[src/rtl/pos_sync_bank_if.sv]
// Bus bundle between the UART position decoder (master) and the frame-synchronised
// position bank (slave).
interface pos_sync_bank_if #(
    parameter int WIDTH    = 10,
    parameter int CHANNELS = 2
);
    logic [CHANNELS-1:0]       i_valid;
    logic [CHANNELS*WIDTH-1:0] i_data;
    logic                      i_frame_start;
    logic                      i_clear_overrun;
    logic [CHANNELS*WIDTH-1:0] o_pos;
    logic [CHANNELS-1:0]       o_updated;
    logic [CHANNELS-1:0]       o_overrun;

    modport master (
        output i_valid, i_data, i_frame_start, i_clear_overrun,
        input  o_pos, o_updated, o_overrun
    );

    modport slave (
        input  i_valid, i_data, i_frame_start, i_clear_overrun,
        output o_pos, o_updated, o_overrun
    );
endinterface

[src/rtl/pos_sync_bank.sv]
// Per-channel delay pipeline, playfield clamp and pending register; positions are
// committed to the render side only on a frame boundary so paddles never tear.
module pos_sync_bank #(
    parameter int WIDTH     = 10,
    parameter int CHANNELS  = 2,
    parameter int STAGES    = 2,
    parameter int MAX_POS   = 479,
    parameter int RESET_POS = 240
) (
    input  logic          i_clk,
    input  logic          i_rst_n,
    pos_sync_bank_if.slave bus
);
    localparam logic [WIDTH-1:0] MAX_W   = WIDTH'(MAX_POS);
    localparam logic [WIDTH-1:0] RESET_W = WIDTH'(RESET_POS);

    for (genvar gi = 0; gi < CHANNELS; gi++) begin : g_chan
        logic [STAGES-1:0] pipe_valid_reg;
        logic [WIDTH-1:0]  pipe_data_reg [STAGES];
        logic              tail_valid;
        logic [WIDTH-1:0]  tail_clamped;
        logic [WIDTH-1:0]  pending_reg;
        logic              pending_flag_reg;
        logic [WIDTH-1:0]  pos_reg;
        logic              updated_reg;
        logic              overrun_reg;

        assign tail_valid   = pipe_valid_reg[STAGES-1];
        assign tail_clamped = (pipe_data_reg[STAGES-1] > MAX_W) ? MAX_W
                                                                : pipe_data_reg[STAGES-1];

        // Valid travels with its data and the pipe never stalls, so bubbles pass through.
        always_ff @(posedge i_clk) begin
            if (!i_rst_n) begin
                pipe_valid_reg <= '0;
                for (int s = 0; s < STAGES; s++) begin
                    pipe_data_reg[s] <= '0;
                end
            end else begin
                pipe_valid_reg[0] <= bus.i_valid[gi];
                pipe_data_reg[0]  <= bus.i_data[gi*WIDTH +: WIDTH];
                for (int s = 1; s < STAGES; s++) begin
                    pipe_valid_reg[s] <= pipe_valid_reg[s-1];
                    pipe_data_reg[s]  <= pipe_data_reg[s-1];
                end
            end
        end

        always_ff @(posedge i_clk) begin
            if (!i_rst_n) begin
                pending_reg      <= '0;
                pending_flag_reg <= 1'b0;
                pos_reg          <= RESET_W;
                updated_reg      <= 1'b0;
                overrun_reg      <= 1'b0;
            end else begin
                updated_reg <= 1'b0;
                if (bus.i_clear_overrun) begin
                    overrun_reg <= 1'b0;
                end
                if (bus.i_frame_start) begin
                    // A word arriving on the boundary itself wins over the older pending one.
                    if (tail_valid) begin
                        pos_reg          <= tail_clamped;
                        pending_flag_reg <= 1'b0;
                        updated_reg      <= 1'b1;
                    end else if (pending_flag_reg) begin
                        pos_reg          <= pending_reg;
                        pending_flag_reg <= 1'b0;
                        updated_reg      <= 1'b1;
                    end
                end else if (tail_valid) begin
                    pending_reg      <= tail_clamped;
                    pending_flag_reg <= 1'b1;
                    if (pending_flag_reg) begin
                        overrun_reg <= 1'b1;
                    end
                end
            end
        end

        assign bus.o_pos[gi*WIDTH +: WIDTH] = pos_reg;
        assign bus.o_updated[gi]            = updated_reg;
        assign bus.o_overrun[gi]            = overrun_reg;
    end
endmodule

[src/flat_wrapper.sv]
// flat-port wrapper written by rule: the top's interface ports become plain ports
module pos_sync_bank_flat 
#(
    parameter int WIDTH     = 10,
    parameter int CHANNELS  = 2,
    parameter int STAGES    = 2,
    parameter int MAX_POS   = 479,
    parameter int RESET_POS = 240
)
  (i_clk, i_rst_n, bus_i_valid, bus_i_data, bus_i_frame_start, bus_i_clear_overrun, bus_o_pos, bus_o_updated, bus_o_overrun);
  pos_sync_bank_if #(.WIDTH(WIDTH), .CHANNELS(CHANNELS)) bus_i ();
  input  logic i_clk;
  input  logic i_rst_n;
  input wire logic [$bits(bus_i.i_valid)-1:0] bus_i_valid;
  input wire logic [$bits(bus_i.i_data)-1:0] bus_i_data;
  input wire logic [$bits(bus_i.i_frame_start)-1:0] bus_i_frame_start;
  input wire logic [$bits(bus_i.i_clear_overrun)-1:0] bus_i_clear_overrun;
  output wire logic [$bits(bus_i.o_pos)-1:0] bus_o_pos;
  output wire logic [$bits(bus_i.o_updated)-1:0] bus_o_updated;
  output wire logic [$bits(bus_i.o_overrun)-1:0] bus_o_overrun;
  assign bus_i.i_valid = bus_i_valid;
  assign bus_i.i_data = bus_i_data;
  assign bus_i.i_frame_start = bus_i_frame_start;
  assign bus_i.i_clear_overrun = bus_i_clear_overrun;
  assign bus_o_pos = bus_i.o_pos;
  assign bus_o_updated = bus_i.o_updated;
  assign bus_o_overrun = bus_i.o_overrun;
  pos_sync_bank #(.WIDTH(WIDTH), .CHANNELS(CHANNELS), .STAGES(STAGES), .MAX_POS(MAX_POS), .RESET_POS(RESET_POS)) u_core (.i_clk(i_clk), .i_rst_n(i_rst_n), .bus(bus_i));
endmodule
[config.mk]
export PLATFORM = sky130hd
export DESIGN_NAME = pos_sync_bank_flat
export DESIGN_NICKNAME = d
export VERILOG_FILES = /design/src/rtl/pos_sync_bank_if.sv /design/src/rtl/pos_sync_bank.sv /design/src/flat_wrapper.sv
export SDC_FILE = /design/constraint.sdc
export NUM_CORES = 1
export LEC_CHECK = 0
export CAP_MARGIN = 20
export CORE_MARGIN = 3
export CORE_UTILIZATION = 50
export DETAILED_ROUTE_END_ITERATION = 16
export PLACE_DENSITY = 0.72
export SYNTH_ARGS = -nofsm -noshare
export SYNTH_HDL_FRONTEND = slang
export SYNTH_SLANG_ARGS = --single-unit
[constraint.sdc]
create_clock -name i_clk -period 2.2 [get_ports i_clk]
set_input_delay 0.33 -clock i_clk [delete_from_list [all_inputs] [get_ports i_clk]]
set_output_delay 0.33 -clock i_clk [all_outputs]
set_load 0.03 [all_outputs]
==> impl_metrics.env <==
export IMPL_cts_buffer_depth=2
export IMPL_port_buffer_count=49
export IMPL_fin_crit_sh_pct=80.07
export IMPL_fmax_mhz=567.7
export IMPL_core_area_sq_um=5743
export IMPL_rows=27
export IMPL_critPathTopFamily="buffers and inverters"
export IMPL_fin_ws_ns=0.4384
export IMPL_design_area_sq_um=3764
export IMPL_drt_iter0_drc=271
export IMPL_yosys_warnings=0
export IMPL_p_leak_nw=1.403
export IMPL_grt_ovfl_total=0
export IMPL_cts_inserted_buffers=9
export IMPL_htreeDepth=3
export IMPL_fin_hold_ws_ns=0.4367
export IMPL_root_buffer="clkbuf_8"
export IMPL_holdPathStages=1
export IMPL_reg2reg_slack_ns=0.76
export IMPL_grt_pass1_wl_mm=9.756
export IMPL_min_period_ns=1.762
export IMPL_diodes=0
export IMPL_ys_seq_area_share_pct=58.44
export IMPL_cts_sinks=90
export IMPL_dr_total_vias=2213
export IMPL_hold_viol_final=0
export IMPL_crit_path_cell_trace="clkdlybuf4s50_1"
export IMPL_worst_pin_slew_ns=0.5077
export IMPL_p_per_area_nw_per_um2=821.5
export IMPL_ys_flop_type="dfxtp_1"
export IMPL_pre_cts_ws_ns=0.3509
export IMPL_drc=0
export IMPL_r2r_end="u_core.g_chan[0].pos_reg[5]"
export IMPL_path_buf_inv=1
export IMPL_ios=50
export IMPL_wl_per_cell_um=13.44
export IMPL_cts_tree="built"
export IMPL_critPathSlowestCell="clkdlybuf4s50_1"
export IMPL_grt_usage_pct=17.01
export IMPL_p_sw_share_pct=23.41
export IMPL_ff2ff_path_depth=3
export IMPL_outcome="complete, no violations"
export IMPL_synth_avg_cell_area_sq_um=9.787
export IMPL_antenna_found_initial=0
export IMPL_cp_required_ns=1.87
export IMPL_setup_viol=0
export IMPL_crit_type="flip-flop to primary output"
export IMPL_start_util_pct=53.68
export IMPL_synth_edf_count=0
export IMPL_synth_commonest_cells="dfxtp_1, and2_1, o21ai_0"
export IMPL_tns_ns=0
export IMPL_routed_wirelength_mm=5.794
export IMPL_drive_above_1_share_pct=6.407
export IMPL_cp_max_fo=3
export IMPL_crit_path_start_kind="flip-flop"
export IMPL_postSynth_asyncResetShare_pct=0
export IMPL_hold_start="u_core.g_chan[1].pipe_data_reg[0][4]"
export IMPL_arrival_ns=1.43
export IMPL_worst_skew_pair_late_latency_ns=0.36
export IMPL_hold_buffers=0
export IMPL_peakVddDrop_mv=0.4162
export IMPL_fin_skew_ns=0.01288
export IMPL_avgViaCountPerCell=5.135
export IMPL_areaGrowthSynthToFinish_pct=22.08
export IMPL_drt_pass1_iter_count=4
export IMPL_grt_pass1_vias=2027
export IMPL_hold_class="flip-flop to flip-flop"
export IMPL_p_clk_share_pct=37.0
export IMPL_dpl_hpwl_mm=3.950
export IMPL_rsz0062_at_grt="no"
export IMPL_p_sw_mw=0.7237
export IMPL_largest_reg_flops=40
export IMPL_slowest_delay_ns=0.69
export IMPL_syn_inst=315
export IMPL_path_clk_slew_ns=0.09
export IMPL_slew_viol_final=0
export IMPL_synth_area_leaders="dfxtp_1, and2_1, o21ai_0, nor2_1, a21oi_1"
export IMPL_comb_power_share_pct=7.2
export IMPL_cp_end_kind="primary output"
export IMPL_pwr_share_seq_pct=55.8
export IMPL_ys_types=33
export IMPL_r2r_start="u_core.g_chan[0].pipe_valid_reg[1]"
export IMPL_n_fill_cell=505
export IMPL_max_slew_margin_rel_pct=65.93
export IMPL_holdPathEnd="u_core.g_chan[1].pipe_data_reg[0][14]"
export IMPL_dieHeight_um=84.53
export IMPL_intPower_mw=2.368
export IMPL_post_cts_resized=0
export IMPL_ys_seq_elements=90
export IMPL_drv_cap=0
export IMPL_yosysMostFrequentCell="dfxtp_1"
export IMPL_placed_area_sq_um=3555
export IMPL_die_area_sq_um=7144
export IMPL_yosys_area_top_type_share_pct=58.44
export IMPL_synth_top_area_cell="dfxtp_1"
export IMPL_fin_nets=380
export IMPL_place_gp_congestion=0.8779
export IMPL_synth_fp_nets=341
export IMPL_cts_setup_buffers=0
export IMPL_ant_nets=0
export IMPL_die_width_um=84.53
export IMPL_grt_max_degree=45
export IMPL_syn_area_sq_um=3083
==> per-layer routing <==
metal | vias to the layer above | track usage (%) | routed length [um] | share of wire [%]
met4 | 0 | 6.906 | 95 | 1.6
met1 | 971 | 23.80 | 2733 | 47
met5 | - | 0 | 0 | 0
li1 | 1157 | - | - | -
met3 | 9 | 5.397 | 416 | 7.2
met2 | 76 | 24.27 | 2548 | 44
==> cell families after synthesis <==
family | share of synthesized area, %
compound gates | 15.67
buf+inv | 5.438
flops | 58.44
simple gates | 20.45
==> how the worst max path moves through the flow <==
stage                                  endpoint                             startpoint  cells after the start
floorplan           u_core.g_chan[0].pos_reg[5]  u_core.g_chan[0].pipe_data_reg[0][16]                      4
global placement    u_core.g_chan[1].pos_reg[7]                      bus_i_frame_start                      5
detailed placement  u_core.g_chan[1].pos_reg[7]                      bus_i_frame_start                      5
CTS                               bus_o_pos[13]            u_core.g_chan[1].pos_reg[3]                      1
global route                      bus_o_pos[13]            u_core.g_chan[1].pos_reg[3]                      1
finish                            bus_o_pos[13]            u_core.g_chan[1].pos_reg[3]                      1
==> metrics by stage <==
step	utilization, %	total power [mW]	std cells
after floorplan	-	1.889	315
after global placement	61.90	1.981	415
after detailed placement	61.90	1.988	415
after CTS	65.53	3.132	431
after global routing	65.53	3.216	431
final	65.53	3.092	431
==> power groups by stage <==
| stage | clock [mW] | sequential, mW | combinational, mW |
|---|---|---|---|
| floorplan | 0 | 1.78 | 0.114 |
| global placement | 0 | 1.76 | 0.219 |
| detailed placement | 0 | 1.76 | 0.224 |
| CTS | 1.18 | 1.73 | 0.224 |
| global route | 1.24 | 1.73 | 0.245 |
| finish | 1.14 | 1.73 | 0.223 |
==> cell usage in the layout (no fill, tap or decap), types with 8 or more instances in the layout <==
cell type / count
nand2_1: 8
clkbuf_8: 10
nor3_1: 16
and2_1: 45
o21ai_0: 28
a21oi_1: 17
a211oi_1: 10
nor2_1: 25
clkdlybuf4s50_1: 48
inv_1: 9
dfxtp_1: 90
==> cell type report <==
class | instances | area [sq um] | share of cell area, %
Inverter | 9 | 33.78 | 0.8976
Multi-Input combinational cell | 191 | 1114 | 29.59
Sequential cell | 90 | 1802 | 47.87
Tap cell | 72 | 90.09 | 2.394
Clock buffer | 10 | 137.6 | 3.657
Clock inverter | 6 | 71.32 | 1.895
Timing Repair Buffer | 53 | 515.5 | 13.70
Note: power is estimated with default switching activity, not from simulation.
